File: src/rtl/reg_file_sb_pkg.sv
// Shared defaults and address helpers for the scoreboarded register file.
// Pure constants and functions: no logic, no latency.
package reg_file_sb_pkg;

    localparam int DEF_DATA_W   = 32;
    localparam int DEF_NUM_REGS = 16;
    localparam int DEF_MAX_PEND = 3;

    function automatic int addr_w(input int n);
        return (n > 1) ? $clog2(n) : 1;
    endfunction

    function automatic int cnt_w(input int max_pend);
        return (max_pend > 0) ? $clog2(max_pend + 1) : 1;
    endfunction

    function automatic logic addr_ok(input int addr, input int n);
        return addr < n;
    endfunction

endpackage

File: src/rtl/reg_file_sb_counter.sv
// Saturating up/down pending-write counter; clr wins, inc+dec together hold.
// State visible one cycle after the edge; a dec at zero is dropped.
module sb_counter #(
    parameter int MAX = 3,
    parameter int W   = 2
) (
    input  logic         clk,
    input  logic         rst,
    input  logic         inc,
    input  logic         dec,
    input  logic         clr,
    output logic [W-1:0] cnt,
    output logic         full
);

    logic [W-1:0] cnt_q;
    logic [W-1:0] cnt_d;
    logic         dec_ok;
    logic         inc_ok;

    always_comb begin
        cnt_d  = cnt_q;
        dec_ok = dec && (cnt_q != '0);
        // An increment at the ceiling is only legal when a retire frees a slot.
        inc_ok = inc && ((cnt_q != W'(MAX)) || dec_ok);
        if (clr) begin
            cnt_d = '0;
        end else if (inc_ok && !dec_ok) begin
            cnt_d = cnt_q + W'(1);
        end else if (dec_ok && !inc_ok) begin
            cnt_d = cnt_q - W'(1);
        end
    end

    always_ff @(posedge clk or negedge rst) begin
        if (!rst) begin
            cnt_q <= '0;
        end else begin
            cnt_q <= cnt_d;
        end
    end

    assign cnt  = cnt_q;
    assign full = (cnt_q == W'(MAX));

endmodule

File: src/rtl/reg_file_sb.sv
// Register file with per-register pending-write scoreboard and optional write bypass.
// Reads combinational; writes and scoreboard updates visible the cycle after the edge.
module reg_file_sb
    import reg_file_sb_pkg::*;
#(
    parameter int DATA_W   = DEF_DATA_W,
    parameter int NUM_REGS = DEF_NUM_REGS,
    parameter int NUM_RD   = 2,
    parameter int MAX_PEND = DEF_MAX_PEND,
    parameter int BYPASS   = 1
) (
    input  logic                                 clk,
    input  logic                                 rst,
    input  logic [NUM_RD*addr_w(NUM_REGS)-1:0]   rd_addr,
    output logic [NUM_RD*DATA_W-1:0]             rd_data,
    output logic [NUM_RD-1:0]                    rd_busy,
    input  logic                                 issue_en,
    input  logic [addr_w(NUM_REGS)-1:0]          issue_dest,
    output logic                                 issue_stall,
    input  logic                                 wr_en,
    input  logic [addr_w(NUM_REGS)-1:0]          wr_addr,
    input  logic [DATA_W-1:0]                    wr_data,
    input  logic                                 flush
);

    localparam int ADDR_W = addr_w(NUM_REGS);
    localparam int CNT_W  = cnt_w(MAX_PEND);

    logic [DATA_W-1:0] regs_q [NUM_REGS];
    logic [DATA_W-1:0] regs_d [NUM_REGS];
    logic [CNT_W-1:0]  pend   [NUM_REGS];
    logic [NUM_REGS-1:0] full;
    logic [NUM_REGS-1:0] inc;
    logic [NUM_REGS-1:0] dec;

    logic issue_in_rng;
    logic wr_in_rng;
    logic full_dest;
    logic issue_acc;

    assign issue_in_rng = addr_ok(32'(issue_dest), NUM_REGS);
    assign wr_in_rng    = addr_ok(32'(wr_addr), NUM_REGS);
    assign full_dest    = issue_in_rng ? full[issue_dest] : 1'b0;
    // A same-cycle retire to the destination frees the slot the new issue needs.
    assign issue_stall  = issue_en && issue_in_rng && full_dest &&
                          !(wr_en && (wr_addr == issue_dest));
    assign issue_acc    = issue_en && issue_in_rng && !issue_stall;

    for (genvar r = 0; r < NUM_REGS; r++) begin : g_sb
        assign inc[r] = issue_acc && (issue_dest == ADDR_W'(r));
        assign dec[r] = wr_en && (wr_addr == ADDR_W'(r));

        sb_counter #(
            .MAX (MAX_PEND),
            .W   (CNT_W)
        ) u_cnt (
            .clk  (clk),
            .rst  (rst),
            .inc  (inc[r]),
            .dec  (dec[r]),
            .clr  (flush),
            .cnt  (pend[r]),
            .full (full[r])
        );
    end

    always_comb begin
        regs_d = regs_q;
        if (wr_en && wr_in_rng) begin
            regs_d[wr_addr] = wr_data;
        end
    end

    always_ff @(posedge clk or negedge rst) begin
        if (!rst) begin
            for (int r = 0; r < NUM_REGS; r++) begin
                regs_q[r] <= DATA_W'(r);
            end
        end else begin
            regs_q <= regs_d;
        end
    end

    for (genvar k = 0; k < NUM_RD; k++) begin : g_rd
        logic [ADDR_W-1:0] addr;
        logic              in_rng;
        logic              fwd;
        logic [DATA_W-1:0] dat;
        logic              busy;

        always_comb begin
            addr   = rd_addr[k*ADDR_W +: ADDR_W];
            in_rng = addr_ok(32'(addr), NUM_REGS);
            // Forwarding is suppressed in reset so reads show the reset image.
            fwd    = (BYPASS != 0) && rst && wr_en && (wr_addr == addr);
            dat    = '0;
            busy   = 1'b0;
            if (in_rng) begin
                dat  = fwd ? wr_data : regs_q[addr];
                busy = (pend[addr] != '0) && !(fwd && (pend[addr] == CNT_W'(1)));
            end
        end

        assign rd_data[k*DATA_W +: DATA_W] = dat;
        assign rd_busy[k]                  = busy;
    end

endmodule

File: config.mk
export PLATFORM = sky130hd
export DESIGN_NAME = reg_file_sb
export DESIGN_NICKNAME = d
export VERILOG_FILES = /design/src/rtl/reg_file_sb_pkg.sv /design/src/rtl/reg_file_sb_counter.sv /design/src/rtl/reg_file_sb.sv
export SDC_FILE = /design/constraint.sdc
export NUM_CORES = 1
export LEC_CHECK = 0
export CORE_UTILIZATION = 55
export DETAILED_ROUTE_END_ITERATION = 6
export PLACE_DENSITY = 0.85
export SLEW_MARGIN = 20
export SYNTH_ARGS = -nofsm -noshare
export SYNTH_HDL_FRONTEND = slang
export SYNTH_HIERARCHICAL = 1
export SYNTH_SLANG_ARGS = --single-unit
export TNS_END_PERCENT = 100
File: constraint.sdc
create_clock -name clk -period 2.36 [get_ports clk]
set_input_delay 0.236 -clock clk [delete_from_list [all_inputs] [get_ports clk]]
set_output_delay 0.236 -clock clk [all_outputs]
set_load 0.01 [all_outputs]
# Word level (Yosys, flattened, before mapping)
# Index checks and enable logic that the tools add are counted.
# classes
order_cmp	5
muxes	67
n_eq_ne	67
div	0
n_reduce_logical	196
bitwise_logic	3
n_mul	0
shift	0
n_addsub	32
# ops
op	n
512-bit bitwise mux	1
32-bit binary-select mux with 4-bit select	2
32-bit 2-to-1 mux	7
32-bit demux with 4-bit select	1
1-bit logical AND	108
2-bit 2-to-1 mux	52
4-bit == test, second input constant	16
3-bit nonzero test	16
1-bit logical NOT	36
2-bit nonzero test	18
2-bit by 1-bit adder with 2-bit output, second input constant	16
2-bit == test, second input constant	16
4-bit by 3-bit == test with 1-bit output, second input constant	8
2-bit != test, second input constant	16
2-bit by 1-bit subtractor with 2-bit output, second input constant	16
2-bit binary-select mux with 4-bit select	2
4-bit by 2-bit == test with 1-bit output, second input constant	4
1-bit logical OR	16
5-bit >= comparator, second input constant	3
4-bit inverter with 5-bit output	3
4-bit == test	3
4-bit by 1-bit == test with 1-bit output, second input constant	2
4-bit logical NOT	2
4-bit by 5-bit < comparator with 1-bit output, second input constant	1
4 further kinds	5
# totals
rom_bits	0
elab_cells	402
ramBits	0
in_bits	53
memories	0
regBits	544
latchBits	0

# Depth between registers and ports, before layout
# Gate-level depths: netlist of run 1.
# depth
ltp_word	14
mapped_depth	12
depth_no_buf	10

# By module
# Netlist of run 1, hierarchy kept.
# by_module_without_submodules
module	cells_per_inst	seq_area_each_um2	area_each_um2	instances
reg_file_sb	1848	12852.3	28414.8	1
sb_counter	13	50.0	123.9	16

# Least setup slack after synthesis of run 1
# OpenSTA, ideal clock, no wires.
# synth_path
path_type	reg-to-reg
from	register g_sb[11].u_cnt.cnt_q[0]
to	register g_sb[1].u_cnt.cnt_q[1]
path_buffers	0
t_arrival_ps	2506
setup_ps	77
t_required_ps	2283
path_stages_with_launch	10
slack_ps	-224
cell_sequence	dfrtp_1 -> and2_2 -> mux4_2 -> mux2i_1 -> a211oi_2 -> nor4_1 -> a21boi_0 -> ha_1 -> or3_1 -> a21oi_1
# synth_via
elab_chain_cells	12
word_cells_on_any_way	15
classes_between	1 x eq/ne; 4 x mux; 10 x reduce/logical
# synth_rtl
element	line_no	text
start: declaration	reg_file_sb_counter.sv:16	logic [W-1:0] cnt_q;
start signal: assignment	reg_file_sb_counter.sv:39	cnt_q <= cnt_d;
2-bit == test *	reg_file_sb_counter.sv:44	assign full = (cnt_q == W'(MAX));
via full[11]	reg_file_sb.sv:32	logic [NUM_REGS-1:0] full;
1-bit binary-select mux with 4-bit select *	reg_file_sb.sv:43	assign full_dest = issue_in_rng ? full[issue_dest] : 1'b0;
1-bit 2-to-1 mux (implied by the code) *	reg_file_sb.sv:43	
1-bit logical AND * (2 in a row)	reg_file_sb.sv:45	assign issue_stall = issue_en && issue_in_rng && full_dest &&
1-bit logical NOT *	reg_file_sb.sv:47	assign issue_acc = issue_en && issue_in_rng && !issue_stall;
1-bit logical AND *	reg_file_sb.sv:47	
1-bit logical AND *	reg_file_sb.sv:50	assign inc[r] = issue_acc && (issue_dest == ADDR_W'(r));
via inc[1]	reg_file_sb.sv:33	logic [NUM_REGS-1:0] inc;
1-bit logical AND *	reg_file_sb_counter.sv:25	inc_ok = inc && ((cnt_q != W'(MAX)) || dec_ok);
1-bit logical AND or 1-bit logical NOT (tied branches)	reg_file_sb_counter.sv:28, reg_file_sb_counter.sv:30	
2-bit 2-to-1 mux or 1-bit logical AND (tied branches)	reg_file_sb_counter.sv:28, reg_file_sb_counter.sv:30	
2-bit 2-to-1 mux or 3-bit nonzero test (tied branches)	-	
end signal: assignment	reg_file_sb_counter.sv:39	
end: declaration	reg_file_sb_counter.sv:16	
# The timed path passes the listed nets; every way through them passes the cells marked *. The select of a mux whose other input is x is not followed.
# A chain may end at the register's enable or synchronous reset.

# Final worst setup path of run 1
# layout_path
from	register g_sb[10].u_cnt.cnt_q[0]
to	register g_sb[1].u_cnt.cnt_q[1]
# layout_via
elab_chain_cells	12
word_cells_on_any_way	15
classes_between	1 x eq/ne; 4 x mux; 10 x reduce/logical
# layout_rtl
element	line_no
start: declaration	reg_file_sb_counter.sv:16
start signal: assignment	reg_file_sb_counter.sv:39
2-bit == test *	reg_file_sb_counter.sv:44
via full[10]	reg_file_sb.sv:32
1-bit binary-select mux with 4-bit select *	reg_file_sb.sv:43
1-bit 2-to-1 mux (implied by the code) *	reg_file_sb.sv:43
1-bit logical AND * (2 in a row)	reg_file_sb.sv:45
1-bit logical NOT *	reg_file_sb.sv:47
1-bit logical AND *	reg_file_sb.sv:47
1-bit logical AND *	reg_file_sb.sv:50
via inc[1]	reg_file_sb.sv:33
1-bit logical AND *	reg_file_sb_counter.sv:25
1-bit logical AND or 1-bit logical NOT (tied branches)	reg_file_sb_counter.sv:28, reg_file_sb_counter.sv:30
2-bit 2-to-1 mux or 1-bit logical AND (tied branches)	reg_file_sb_counter.sv:28, reg_file_sb_counter.sv:30
2-bit 2-to-1 mux or 3-bit nonzero test (tied branches)	-
# Marks and branches as above.

==> results of run 1 <==
## worst max-delay path by stage
| stage | startpoint | endpoint | slack [ps] | depth (start not counted) |
|---|---|---|---|---|
| CTS | g_sb[13].u_cnt/cnt[1] | rd_busy[1] | -390 | 5 |
| global route | g_sb[0].u_cnt/cnt[1] | g_sb[1].u_cnt/cnt[1] | -610 | 11 |
| finish | g_sb[10].u_cnt/cnt[0] | g_sb[1].u_cnt/cnt[1] | -560 | 11 |
| floorplan | g_sb[11].u_cnt/cnt[0] | g_sb[0].u_cnt/cnt[1] | -100 | 10 |
| detailed placement | issue_dest[0] | g_sb[3].u_cnt/cnt[1] | -680 | 11 |
| global placement | issue_dest[0] | g_sb[0].u_cnt/cnt[1] | -630 | 11 |
## power by group through the flow
stage	registers (W)	clock network (W)	logic (W)
6_report	0.0133	0.00979	0.00877
5_1_grt	0.0134	0.0101	0.00916
4_1_cts	0.0130	0.00976	0.00837
3_5_place_dp	0.0131	0	0.00741
3_3_place_gp	0.0128	0	0.00708
2_1_floorplan	0.0126	0	0.00515
## worst max-delay path, stage by stage, from the launching register on
cell and delay (ps):
dfrtp_1 420, and2_4 170, mux4_2 460, mux2i_2 210, buf_4 170, a211oi_4 50
buf_12 160, nor4_2 180, a21boi_2 260, ha_4 230, or3_1 350, a21oi_1 150
## stage by stage
stage                     hold WS (ps)  utilization, %  instance area (um^2)  setup TNS [ps]
after floorplan                 -59.59               -                 30480          -369.2
after global placement           304.6           64.03                 34730          -96240
after detailed placement         310.9           64.03                 34730         -116150
after CTS                        300.0           70.47                 38220          -14890
after global routing             362.2           71.50                 38780          -23890
final                            315.0           71.51                 38790          -20570
## kinds of logic after synthesis
logic type	Yosys count	share of synthesized area, %
AND/OR/NAND/NOR	178	2.968
XOR/XNOR	44	1.268
AO/OA/AOI/OAI	192	4.380
multiplexers	869	42.43
adder cells (fa/ha/maj)	16	0.6586
buffers and inverters	213	3.379
flip-flops	544	44.92
## sequential cells by signal (all words and copies together) (netlist names)
name and count:
regs_q 512, g_sb.u_cnt/cnt 32
## Yosys cell counts, types with 2 or more instances
master	count
a211oi_2	2
a21boi_0	16
a21o_1	2
a21oi_1	16
a22oi_1	124
and2_0	2
and2_2	16
buf_1	6
buf_2	77
buf_4	21
buf_6	7
clkbuf_1	78
dfrtp_1	512
dfstp_2	32
ha_1	16
inv_1	24
mux2_1	3
mux2_2	573
mux2i_1	15
mux4_2	278
nand2_1	70
nand2b_1	6
nand3_1	4
nand3b_1	2
nand4_1	3
nor2_1	24
nor2b_1	6
nor3_1	15
nor3_2	5
nor4_1	4
o21ai_0	32
or3_1	18
xnor2_1	3
xor2_1	41
## layout make-up
type                       count  area (um^2)
tap                          696        870.8
sequential                   544        13660
fill                        3044        15450
inverter                      24        90.09
clock inverter                26        317.8
clock buffer                  83         1717
timing repair buffer         465         4908
antenna                        2        5.005
multi-input combinational   1299        17220
## per-layer routing
layer | wire length, um | up-vias | track usage (%)
met4 | 7821 | 0 | 22.83
met3 | 9091 | 525 | 6.085
met5 | 0 | - | 0
met1 | 34340 | 11810 | 42.02
met2 | 49120 | 1562 | 56.87
li1 | - | 8617 | -
## timing repair
action / 4_1_cts / 5_1_grt
endpoints found under the hold margin: 60 / 0
gates resized for setup: 568 / 71
hold buffers: 1 / 0
endpoints found under the setup margin: 99 / 99
pin swaps: 150 / 34
buffers inserted: 45 / 17
==> summary.md, run 1 <==
| Metric | Value |
|---|---|
| Outcome | `finished with violations` |
| Failing checks | `setup timing` |
| Final cell count without fillers | `3139` |
| Worst-case setup slack after placement | `-682.3 ps` |
| Die outline height | `237.1 um` |
| Drt via density | `7.173` |
| Wire length of the first global-routing pass | `145.8 mm` |
| Leak Pwr | `around 16 nW` |
| Most frequent cells in the layout | `dfrtp_1 (510), mux2_2 (509), mux4_2 (278), buf_4 (239), a22oi_2 (104)` |
| Total wirelength of the detailed-routed design | `100.4 mm` |
| Slew at the pin with the worst max-slew slack | `1145 ps` |
| Worst Hold Path EP | `regs_q[98]` |
| Portion of total power attributed to the clock network | `30.7%` |
| Avg Synthesized Cell Area | `between 10 and 15 um^2` |
| Effective utilization at floorplan | `a little under three fifths` |
| Router iterations before antenna repair | `5` |
| Portion of synthesized cell area occupied by the leading cell type | `a little over two fifths` |
| Post-synth top flop | `dfrtp_1` |
| Area Overhead vs Synth | `27.60%` |
| Sequential share of power | `approximately two fifths` |
| Final worst path period share | `123.7%` |
| DRT antenna net count | `0` |
| Biggest area contributors in the synthesized netlist | `dfrtp_1 (42%), mux2_2 (21%), mux4_2 (21%)` |
| Worst setup slack after layout | `-559.6 ps` |
| Die ar. | `between 50000 and 60000 um^2` |
| Startpoint of the tightest hold check path | `wr_data[2]` |
| Count of yosys warnings during synthesis | `6` |
| CTS tree | `yes` |
| Port Buffer Count | `~120` |
| Vias in the first global route | `23990` |
| Total power consumption of the routed design | `0.03185 W` |
| Routed WL per cell | `31.98 um` |
| Synthesized netlist net count | `2125` |
| Final weighted congestion in routability-driven placement | `0.8867` |
| Flip-flop and latch count after synthesis | `544` |
| Fraction of layout instances using a drive strength above 1 | `between 60% and 70%` |
| Maximum clock frequency | `342.5 MHz` |
| Number of slew-limit violations in the final report | `0` |
| Post-synth EDFFs | `0` |
| Largest voltage drop on the vdd net | `0.6500 mV` |
| # nets final | `between 2000 and 2500` |
| Initial antenna violation count | `3` |
| Critical Path End Type | `flop` |
| Cell depth of the worst flop-to-flop path | `11` |
| Proportion of synthesized flip-flops having asynchronous set or reset | `100.0%` |
| CTS H-tree lvls | `2` |
| Setup violations, final | `slightly below 100` |
| Min-Delay Path Class | `input pin to flop` |
| Switching fraction of total power | `29.21%` |
| RSZ-0062 raised after global routing | `yes` |
| Placed cell count | `~3000` |
| Max-capacitance violation count | `0` |
| Reported net switching power | `0.009303 W` |
| Num Clock Sinks | `544` |
| Remaining design rule violation count | `0` |
| Leading cell type in the layout, fill and taps excluded | `dfrtp_1` |
| Sort of element at the start of the critical path | `flop` |
| Initial drt markers | `2424` |
| Worst-case headroom to the max-slew limit | `23.68%` |
| Post-CTS clock slew at the launch and capture registers of the worst setup and hold paths | `~70 ps` |
| Via count | `22520` |
| Critical-path maximum fanout | `7` |
| Global route total overflow | `0` |
| Placed wire-length estimate | `57.22 mm` |
| Synthesized cell area | `about 30000 um^2` |
| Top-level port count | `120` |
| End of the worst register-to-register path | `g_sb[1].u_cnt/cnt[1]` |
| Category of the critical setup timing path | `flop to flop` |
| Largest net degree at the start of global routing | `195` |
| Number of distinct library cells after synthesis | `37` |
| Final critical path time including I/O delays and setup | `2920 ps` |
| Arrival time at the worst endpoint | `between 3000 and 4000 ps` |
| Data required, critical path | `2910 ps` |
| Die boundary width | `237.1 um` |
| Number of standard cells after synthesis | `2056` |
| Power density normalized to cell area | `821.3 nW/um^2` |
| Clock latency of the later-clocked register in the worst-skew pair | `650 ps` |
| Number of buffers created by CTS | `58` |
| Number of buffers on the longest clock path | `3` |
| Worst R2R Start | `g_sb[10].u_cnt/cnt[0]` |
| Seq/Total Area, Yosys | `roughly 45%` |
| Worst setup skew after layout | `roughly 17 ps` |
| Final Hold Viols | `0` |
| Core area | `between 50000 and 60000 um^2` |
| GRT Overall Usage | `between 30% and 40%` |
| Library cell used as clock root buffer | `clkbuf_16` |
| Number of core rows | `85` |
| WHS Path Cells | `2` |
| Worst reg-to-reg setup slack | `-560 ps` |
| Library cell with the largest summed area after synthesis | `dfrtp_1` |
| Int Power | `0.02255 W` |
| Power share of the combinational group | `27.5%` |
Note: power is estimated with default switching activity, not from simulation.
==> run 2, diff against run 1 <==
--- a/config.mk
+++ b/config.mk
@@ -5,6 +5,7 @@
 export SDC_FILE = /design/constraint.sdc
 export NUM_CORES = 1
 export LEC_CHECK = 0
+export CAP_MARGIN = 20
 export CORE_UTILIZATION = 55
 export DETAILED_ROUTE_END_ITERATION = 6
 export PLACE_DENSITY = 0.85
==> results of run 2 <==
The final DEF is identical to that of run 1; final timing and power are the same.
